--- config.mk ---
export PLATFORM = sky130hd
export DESIGN_NAME = pulse_stretch
export DESIGN_NICKNAME = d
export VERILOG_FILES = /design/src/rtl/pulse_stretch.sv
export SDC_FILE = /design/constraint.sdc
export NUM_CORES = 1
export LEC_CHECK = 0
export ABC_AREA = 1
export CORE_ASPECT_RATIO = 0.75
export CORE_MARGIN = 3
export CORE_UTILIZATION = 40
export CTS_BUF_LIST = sky130_fd_sc_hd__clkbuf_4 sky130_fd_sc_hd__clkbuf_8
export DETAILED_ROUTE_END_ITERATION = 12
export SLEW_MARGIN = 20
export SYNTH_ARGS = -nofsm -noshare
export SYNTH_HDL_FRONTEND = slang
export SYNTH_SLANG_ARGS = --single-unit
--- constraint.sdc ---
create_clock -name clk -period 4.34 [get_ports clk]
set_clock_uncertainty 0.2 [all_clocks]
set_input_delay 0.651 -clock clk [delete_from_list [all_inputs] [get_ports clk]]
set_output_delay 0.651 -clock clk [all_outputs]
set_load 0.05 [all_outputs]
--- src/rtl/pulse_stretch.sv ---
// Pulse stretcher: each accepted trigger holds z high for HIGH_CYC cycles, then a GAP_CYC lockout.
// Define PULSE_STRETCH_RETRIGGER_EN to let triggers during ACTIVE restart the high period.
module pulse_stretch #(
  parameter int unsigned HIGH_CYC = 8,
  parameter int unsigned GAP_CYC  = 2,
  parameter int unsigned CW       = 8
) (
  input  logic clk,
  input  logic rst,
  input  logic p,
  input  logic en,
  output logic z,
  output logic done,
  output logic busy
);

  localparam logic [1:0] IDLE   = 2'd0;
  localparam logic [1:0] ACTIVE = 2'd1;
  localparam logic [1:0] GAP    = 2'd2;

  localparam logic [CW-1:0] HIGH_LOAD = CW'(HIGH_CYC - 1);
  localparam logic [CW-1:0] GAP_LOAD  = (GAP_CYC == 0) ? '0 : CW'(GAP_CYC - 1);

`ifdef PULSE_STRETCH_RETRIGGER_EN
  localparam bit RETRIGGER = 1'b1;
`else
  localparam bit RETRIGGER = 1'b0;
`endif

  logic [1:0]    state, state_nx;
  logic [CW-1:0] cnt, cnt_nx;
  logic          trig_c;

  assign trig_c = p & en;

  // Next-state and counter logic; encoding 2'b11 falls back to IDLE.
  always_comb begin
    state_nx = state;
    cnt_nx   = cnt;
    case (state)
      IDLE: begin
        if (trig_c) begin
          state_nx = ACTIVE;
          cnt_nx   = HIGH_LOAD;
        end
      end
      ACTIVE: begin
        if (RETRIGGER && trig_c) begin
          cnt_nx = HIGH_LOAD;
        end else if (cnt == '0) begin
          if (GAP_CYC == 0) begin
            state_nx = IDLE;
            cnt_nx   = '0;
          end else begin
            state_nx = GAP;
            cnt_nx   = GAP_LOAD;
          end
        end else begin
          cnt_nx = cnt - CW'(1);
        end
      end
      GAP: begin
        if (cnt == '0) begin
          state_nx = IDLE;
        end else begin
          cnt_nx = cnt - CW'(1);
        end
      end
      default: begin
        state_nx = IDLE;
        cnt_nx   = '0;
      end
    endcase
  end

  // Outputs are registered from the next state so they line up with the state register.
  always_ff @(posedge clk) begin
    if (rst) begin
      state <= IDLE;
      cnt   <= '0;
      z     <= 1'b0;
      done  <= 1'b0;
      busy  <= 1'b0;
    end else begin
      state <= state_nx;
      cnt   <= cnt_nx;
      z     <= (state_nx == ACTIVE);
      done  <= (state == ACTIVE) && (state_nx != ACTIVE);
      busy  <= (state_nx == ACTIVE) || (state_nx == GAP);
    end
  end

endmodule

Word-level counts from Yosys, hierarchy flattened --
Cells that the tools add are included.
Operators by class: reduce and logical (&&, ||, !) cells 5, mux-type cells 8, eq/ne operators 7, add/subtract/negate cells 1, bitwise operators 1
Operator list (count):
- 2-to-1 mux 8 bit | 3
- case mux 8 bit (3 select lines) | 1
- logical NOT 8 bit | 1
- subtractor 8 x 1 -> 8 bit (second input constant) | 1
- 2-to-1 mux 2 bit | 3
- case mux 2 bit (3 select lines) | 1
- equality test 2 x 1 -> 1 bit (second input constant) | 2
- equality test 2 bit (second input constant) | 2
- inequality test 2 bit (second input constant) | 2
- logical NOT 2 bit | 1
- inequality test 2 x 1 -> 1 bit (second input constant) | 1
- AND reduction 2 bit | 1
- bitwise AND 1 bit | 1
- logical AND 1 bit | 1
- logical OR 1 bit | 1
Word-level totals: input bits 4, word-level logic and storage cells 27, output and inout bits 3, register bits 13

Depth between registers and ports, before layout --
Gate-level depths: netlist of run 1.
depth after elaboration 5, mapped depth 11, depth with buffers taken out 11

Worst setup path after synthesis of run 1 --
OpenSTA, ideal clock, no wires.
kind reg-to-reg, start point register cnt[0], end point register busy, path buffers 0, required time 4.017 ns, slack 2.761 ns, setup time 0.123 ns, data arrival time 1.256 ns, stages on the path, launching flop included 8, period minus slack after synthesis 1.579 ns, cell sequence dfxtp_1 inv_1 ha_1 nand2_1 nor2_2 o21ai_0 ha_1 nor2_1
Between the ends: word-level cells in the longest chain between the ends 5, elaborated cells between the ends (all ways) 7, those cells by class 2 x eq/ne; 3 x mux; 2 x reduce/logical
RTL lines:
- from (decl) | line 31 | logic [CW-1:0] cnt, cnt_nx;
- from (signal assigned) | line 86 | cnt <= cnt_nx;
- logical NOT 8 bit * | line 50, 63
- 2-to-1 mux 2 bit (on tied branches) | line 63, 50
- case mux 2 bit (3 select lines) * | line 40 | case (state)
- equality test 2 x 1 -> 1 bit / equality test 2 bit (equally long branches) | line 89 | busy <= (state_nx == ACTIVE) || (state_nx == GAP);
- logical OR 1 bit * | line 89
- to (signal assigned) | line 89
- to (decl) | line 14 | output logic busy
Mark *: on every way between the ends. The rest lies on a longest branch, timed or not. A chain may end at the register's enable or synchronous reset.

Worst setup path after layout of run 1 --
start point register busy, end point output port busy
No word-level cell between the ends.

==> summary.md, run 1 <==
| Metric | Value |
|---|---|
| Initial Util | `45.8%` |
| Dpl hpwl | `1.13 mm` |
| Mapped Cells | `~110` |
| Cts hold-fix bufs | `0` |
| Crit path max-delay family | `buffers and inverters` |
| Diodes inserted | `0` |
| Synth warn | `0` |
| Sw frac | `a little over 50%` |
| H-tree depth | `1` |
| Count of cell types in the netlist | `16` |
| Routed Antenna Nets | `0` |
| First-pass GRT wire length | `2.48 mm` |
| Fin. max-slew vios | `0` |
| Power Total | `between 0.6 and 0.7 mW` |
| Clk pwr share | `between 10% and 20%` |
| Crit share post-route | `51.5%` |
| Share of cells above drive strength 1 | `9.02%` |
| Post-synthesis register bit count | `13` |
| Commonest non-fill, non-tap cell in the layout | `nand2_1` |
| Die height | `43.0 um` |
| Initial antenna violation count | `0` |
| Status | `finished, final reports clean` |
| Net Sw Power | `between 0.3 and 0.4 mW` |
| Root Driver | `clkbuf_4` |
| Vias per cell | `~4.8` |
| Pwr dens | `between 700 and 800 nW/um^2` |
| Cell area after synthesis | `about 730 um^2` |
| Syn nets | `120` |
| Vias in the first global route | `around 570` |
| Measured slew at the worst slew-check pin | `0.496 ns` |
| Layout overhead on the synthesized area | `15.1%` |
| Int Power | `a little over 0.3 mW` |
| Placer congestion estimate | `0.756` |
| Area of the multi-input gates | `between 300 and 400 um^2` |
| Gr usage total | `a little over an eighth` |
| Num CTS Buffers | `3` |
| Finished Core Util | `52.8%` |
| Min-delay worst type | `register to register` |
| WL final | `1.47 mm` |
| I/O pins | `7` |
| Fin Setup TNS | `0 ns` |
| Crit Path Category | `register to primary output` |
| Req. time, crit path | `between 3 and 4 ns` |
| Max_cap viols | `0` |
| Final-report setup violation count | `0` |
| DR iter-0 viols | `20` |
| Commonest cells after routing, fill and taps aside | `nand2_1, inv_1, nor2_1` |
| Final Hold Viols | `0` |
| Gr ovfl total | `0` |
| CP max stage cell | `clkdlybuf4s50_1` |
| Cell row count | `12` |
| First-pass DRT Iterations | `4` |
| CTS clk-pin slew, worst paths | `0.09 ns` |
| CP arrival | `approximately 1.4 ns` |
| Largest net degree at the start of global routing | `10` |
| Worst slew margin | `66.9%` |
| Synth Area per Inst | `between 6 and 7 um^2` |
| DIE WIDTH | `between 50 and 60 um` |
| DRC violations left | `0` |
| Leak | `about 0.39 nW` |
| FMAX | `~450 MHz` |
| Die Area | `2380 um^2` |
| Sequential power share | `between 20% and 30%` |
| Unrepaired setup endpoints after global routing | `false` |
| Worst vdd ir | `about 0.35 mV` |
| Minimum clock period | `2.24 ns` |
| Sink Count | `13` |
| Critical Path Source Type | `register` |
| DR vias | `between 600 and 700` |
| TritonCTS clock tree | `done` |
| Max FO, Critical Path | `1` |
| CP max stage delay | `just under 0.8 ns` |
| WP buf/inv | `1` |
| Clock Latency Late Sink | `around 0.28 ns` |
| Fillers | `170` |
| Max Root-Sink Buffers | `2` |
| Sequential-to-total area share from yosys stat | `a little over a third` |
| Worst setup EP type | `primary output` |
| Port bufs | `6` |
| Register area | `260 um^2` |
| Core area | `between 1500 and 2000 um^2` |
| Nets | `130` |
| Worst-path cell chain | `clkdlybuf4s50_1` |
| Postcts setup bufs | `0` |
| Resize count post-CTS | `0` |
| Comb pwr share | `slightly below 60%` |
| WL/cell | `roughly 10 um` |
==> cell families (layout without fill, tap and decap cells) <==
group	count (synthesis)	in the layout	synth area share [%]
AND/OR/NAND/NOR	63	63	37.6
XOR/XNOR	1	1	1.20
AO/OA/AOI/OAI	11	11	9.09
adder cells (fa/ha/maj)	3	3	5.15
flip-flops	13	13	35.7
buffers and inverters	22	31	11.3
==> Yosys cell counts <==
cell	number	area, um^2
nor2_2	2	12.5
o21ai_0	4	20.0
a21oi_1	6	30.0
nor2_1	16	60.1
inv_1	21	78.8
a21oi_4	1	16.3
dfxtp_1	13	260
nand4_1	2	12.5
nand2_2	4	25.0
nand3_1	9	45.0
nor3_1	2	10.0
nand3b_1	1	7.51
nand2_1	27	101
ha_1	3	37.5
xor2_1	1	8.76
clkbuf_1	1	3.75
==> flip-flops by register name, summed over array words and instances, names as in the netlist <==
signal and flops:
state 2, busy 1, done 1, cnt 8
z 1
==> power groups by stage <==
stage	logic [mW]	clock network [mW]	registers [mW]
floorplan	0.261	0	0.201
global placement	0.350	0	0.183
detailed placement	0.353	0	0.183
CTS	0.356	0.0802	0.181
global route	0.406	0.0879	0.188
finish	0.358	0.0789	0.181
==> layer usage <==
metal / vias to the layer above / global-route usage, % / share of wire [%]
met5: - / 0 / 0
met2: 27 / 18.4 / 40
li1: 365 / - / -
met4: 0 / 2.91 / 0.68
met3: 2 / 5.47 / 8.8
met1: 297 / 19.2 / 50
==> per-stage QoR <==
| step | worst slack, ns | std cells | hold slack [ns] | instance area [um^2] |
|---|---|---|---|---|
| after floorplan | 2.76 | 113 | 0.244 | 729 |
| after global placement | 2.24 | 139 | 0.255 | 812 |
| after detailed placement | 2.21 | 139 | 0.260 | 812 |
| after CTS | 2.09 | 143 | 0.292 | 840 |
| after global routing | 2.05 | 143 | 0.344 | 840 |
| final | 2.10 | 143 | 0.287 | 840 |
==> final timing paths <==
check | slack [ns] | from | end | cells past startpoint
setup / recovery | 2.10 | busy | busy | 1
hold / removal | 0.29 | cnt[1] | cnt[1] | 2
setup reg to reg | 2.53 | cnt[0] | busy | 8
hold reg to reg | 0.29 | cnt[1] | cnt[1] | 2
==> final cells by class <==
class | instances | area share [%]
clock buffer | 3 | 2.68
clock inverter | 1 | 0.596
inverter | 21 | 9.39
multi-input combinational | 78 | 46.1
sequential | 13 | 31.0
tap | 21 | 3.13
timing repair buffer | 6 | 7.15
Power figures use the tool's default switching activity.
==> run 2: changes to the inputs <==
- clock period: 4.34 -> 2.1 ns (I/O delays scaled with it)
==> summary.md, run 2 (synthesis gave the netlist of run 1 again) <==
| Metric | Value |
|---|---|
| DR iter-0 viols | `12 (-40%)` |
| I/O pins | `7 (unchanged)` |
| Leak | `0.390 nW (unchanged)` |
| Final Hold Viols | `0 (unchanged)` |
| Unrepaired setup endpoints after global routing | `false` |
| Req. time, crit path | `1.58 ns (-1.91 ns)` |
| Register area | `260 um^2 (unchanged)` |
| Vias per cell | `4.66 (-3.5%)` |
| Diodes inserted | `0 (unchanged)` |
| Commonest cells after routing, fill and taps aside | `nand2_1, inv_1, nor2_1` |
| H-tree depth | `1 (unchanged)` |
| Minimum clock period | `~1.9 ns` |
| Largest registers | `cnt: 8 flops, state: 2 flops` |
| R2R setup slack | `0.32 ns (-2.21 ns)` |
| Dpl hpwl | `1.19 mm (+5.3%)` |
| R2r worst-path depth | `8 (unchanged)` |
| Worst vdd ir | `0.714 mV (+100%)` |
| Status | `finished, final reports clean` |
| FMAX | `524 MHz` |
| Hold Slack | `0.268 ns (-0.0191 ns)` |
| WHS Path Cells | `2 (unchanged)` |
| WP buf/inv | `1 (unchanged)` |
| Placer congestion estimate | `0.832 (+10%)` |
| Share of cells above drive strength 1 | `9.02% (unchanged)` |
| Min-delay worst type | `register to register` |
| Largest net degree at the start of global routing | `10 (unchanged)` |
| DR vias | `667 (-3.5%)` |
| DIE WIDTH | `55.3 um (unchanged)` |
| Vias in the first global route | `608 (+7.6%)` |
| Fin. max-slew vios | `0 (unchanged)` |
| WL/cell | `10.3 um (about the same)` |
| Finished Core Util | `52.8% (unchanged)` |
| Nets | `130 (unchanged)` |
| Num CTS Buffers | `3 (unchanged)` |
| Layout overhead on the synthesized area | `15.1% (unchanged)` |
| Pwr dens | `1520 nW/um^2 (+110%)` |
| Crit share post-route | `91.0%` |
| Gr ovfl total | `0 (unchanged)` |
| DP Cell Count | `139 (unchanged)` |
| Cts hold-fix bufs | `0 (unchanged)` |
| Measured slew at the worst slew-check pin | `0.499 ns (+0.00331 ns)` |
| Initial Util | `45.8% (unchanged)` |
| Worst slew margin | `66.6% (-0.22 points)` |
| Routed Antenna Nets | `0 (unchanged)` |
| Cell row count | `12 (unchanged)` |
| Sink Count | `13 (unchanged)` |
| CP max stage cell | `clkdlybuf4s50_1` |
| Max reg flops | `8 (unchanged)` |
| Initial antenna violation count | `0 (unchanged)` |
| Gr usage total | `14.3% (+0.84 points)` |
| CTS clk-pin slew, worst paths | `0.09 ns (about the same)` |
| Crit Path Category | `register to primary output` |
| Crit path max-delay family | `buffers and inverters` |
| Core area | `1590 um^2 (unchanged)` |
| Max_cap viols | `0 (unchanged)` |
| Critical path depth in cells | `1 (unchanged)` |
| Worst setup EP type | `primary output` |
| Resize count post-CTS | `0 (unchanged)` |
| Fillers | `166 (-2.4%)` |
| Postcts setup bufs | `0 (unchanged)` |
| Area of the multi-input gates | `387 um^2 (unchanged)` |
| Commonest non-fill, non-tap cell in the layout | `nand2_1` |
| TritonCTS clock tree | `done` |
| CP arrival | `1.40 ns (about the same)` |
| Fin Setup TNS | `0 ns (unchanged)` |
| First-pass GRT wire length | `2.63 mm (+6.1%)` |
| Clock Latency Late Sink | `0.28 ns (about the same)` |
| Root Driver | `clkbuf_4` |
| First-pass DRT Iterations | `4 (unchanged)` |
| Die Area | `2380 um^2 (unchanged)` |
| Max Root-Sink Buffers | `2 (unchanged)` |
| DRC violations left | `0 (unchanged)` |
| Critical Path Source Type | `register` |
| Final-report setup violation count | `0 (unchanged)` |
| Max FO, Critical Path | `1 (unchanged)` |
| CP max stage delay | `0.80 ns (about the same)` |
| Top reg by flops | `cnt` |
| Worst-path cell chain | `clkdlybuf4s50_1` |
| Die height | `43.0 um (unchanged)` |
| WL final | `1.47 mm (about the same)` |
| Post-route insts no fill | `143 (unchanged)` |
| Port bufs | `6 (unchanged)` |
## run 2: cell counts in the layout (fill, tap and decap cells not counted)
No cell type changed its count.
## run 2: final timing paths
check | endpoint | startpoint
setup / recovery | busy | busy
hold / removal | cnt[1] | cnt[1]
setup reg to reg | busy | cnt[0]
hold reg to reg | cnt[1] | cnt[1]
## run 2: layer usage
layer | vias up | global-route usage [%] | wire (um)
li1 | 366 | - | -
met1 | 292 | 20.5 | 840
met2 | 7 | 19.1 | 579
met3 | 2 | 6.38 | 42
met4 | 0 | 2.91 | 11
met5 | - | 0 | 0
## run 2: where the power goes
part           leakage (nW)  total [mW]  internal (mW)  switching [mW]
logic                 0.266       0.740          0.242           0.497
registers             0.107       0.374          0.320          0.0541
clock network        0.0177       0.159         0.0707          0.0885
total                 0.390        1.27          0.633           0.640
## run 2: final cells by class
type / count / area share (%)
Sequential cell: 13 / 31.0
Timing Repair Buffer: 6 / 7.15
Clock inverter: 1 / 0.596
Inverter: 21 / 9.39
Clock buffer: 3 / 2.68
Multi-Input combinational cell: 78 / 46.1
Tap cell: 21 / 3.13
## run 2: through the flow
step                      cell area, um^2  power [mW]  setup slack, ns
after global placement                812        1.11            0.326
after CTS                             840        1.28            0.173
after floorplan                       729       0.953            0.521
after detailed placement              812        1.12            0.306
after global routing                  840        1.42            0.131
final                                 840        1.27            0.190
## run 2: worst register-to-register path: cells and delay by family (launching register included)
| kind | cells | cell delay, ns |
|---|---|---|
| AOI/OAI and AO/OA | 1 | 0.12 |
| buffers and inverters | 1 | 0.14 |
| and+or+nand+nor | 4 | 0.50 |
| DFF | 1 | 0.30 |
| adders and majority gates | 2 | 0.46 |
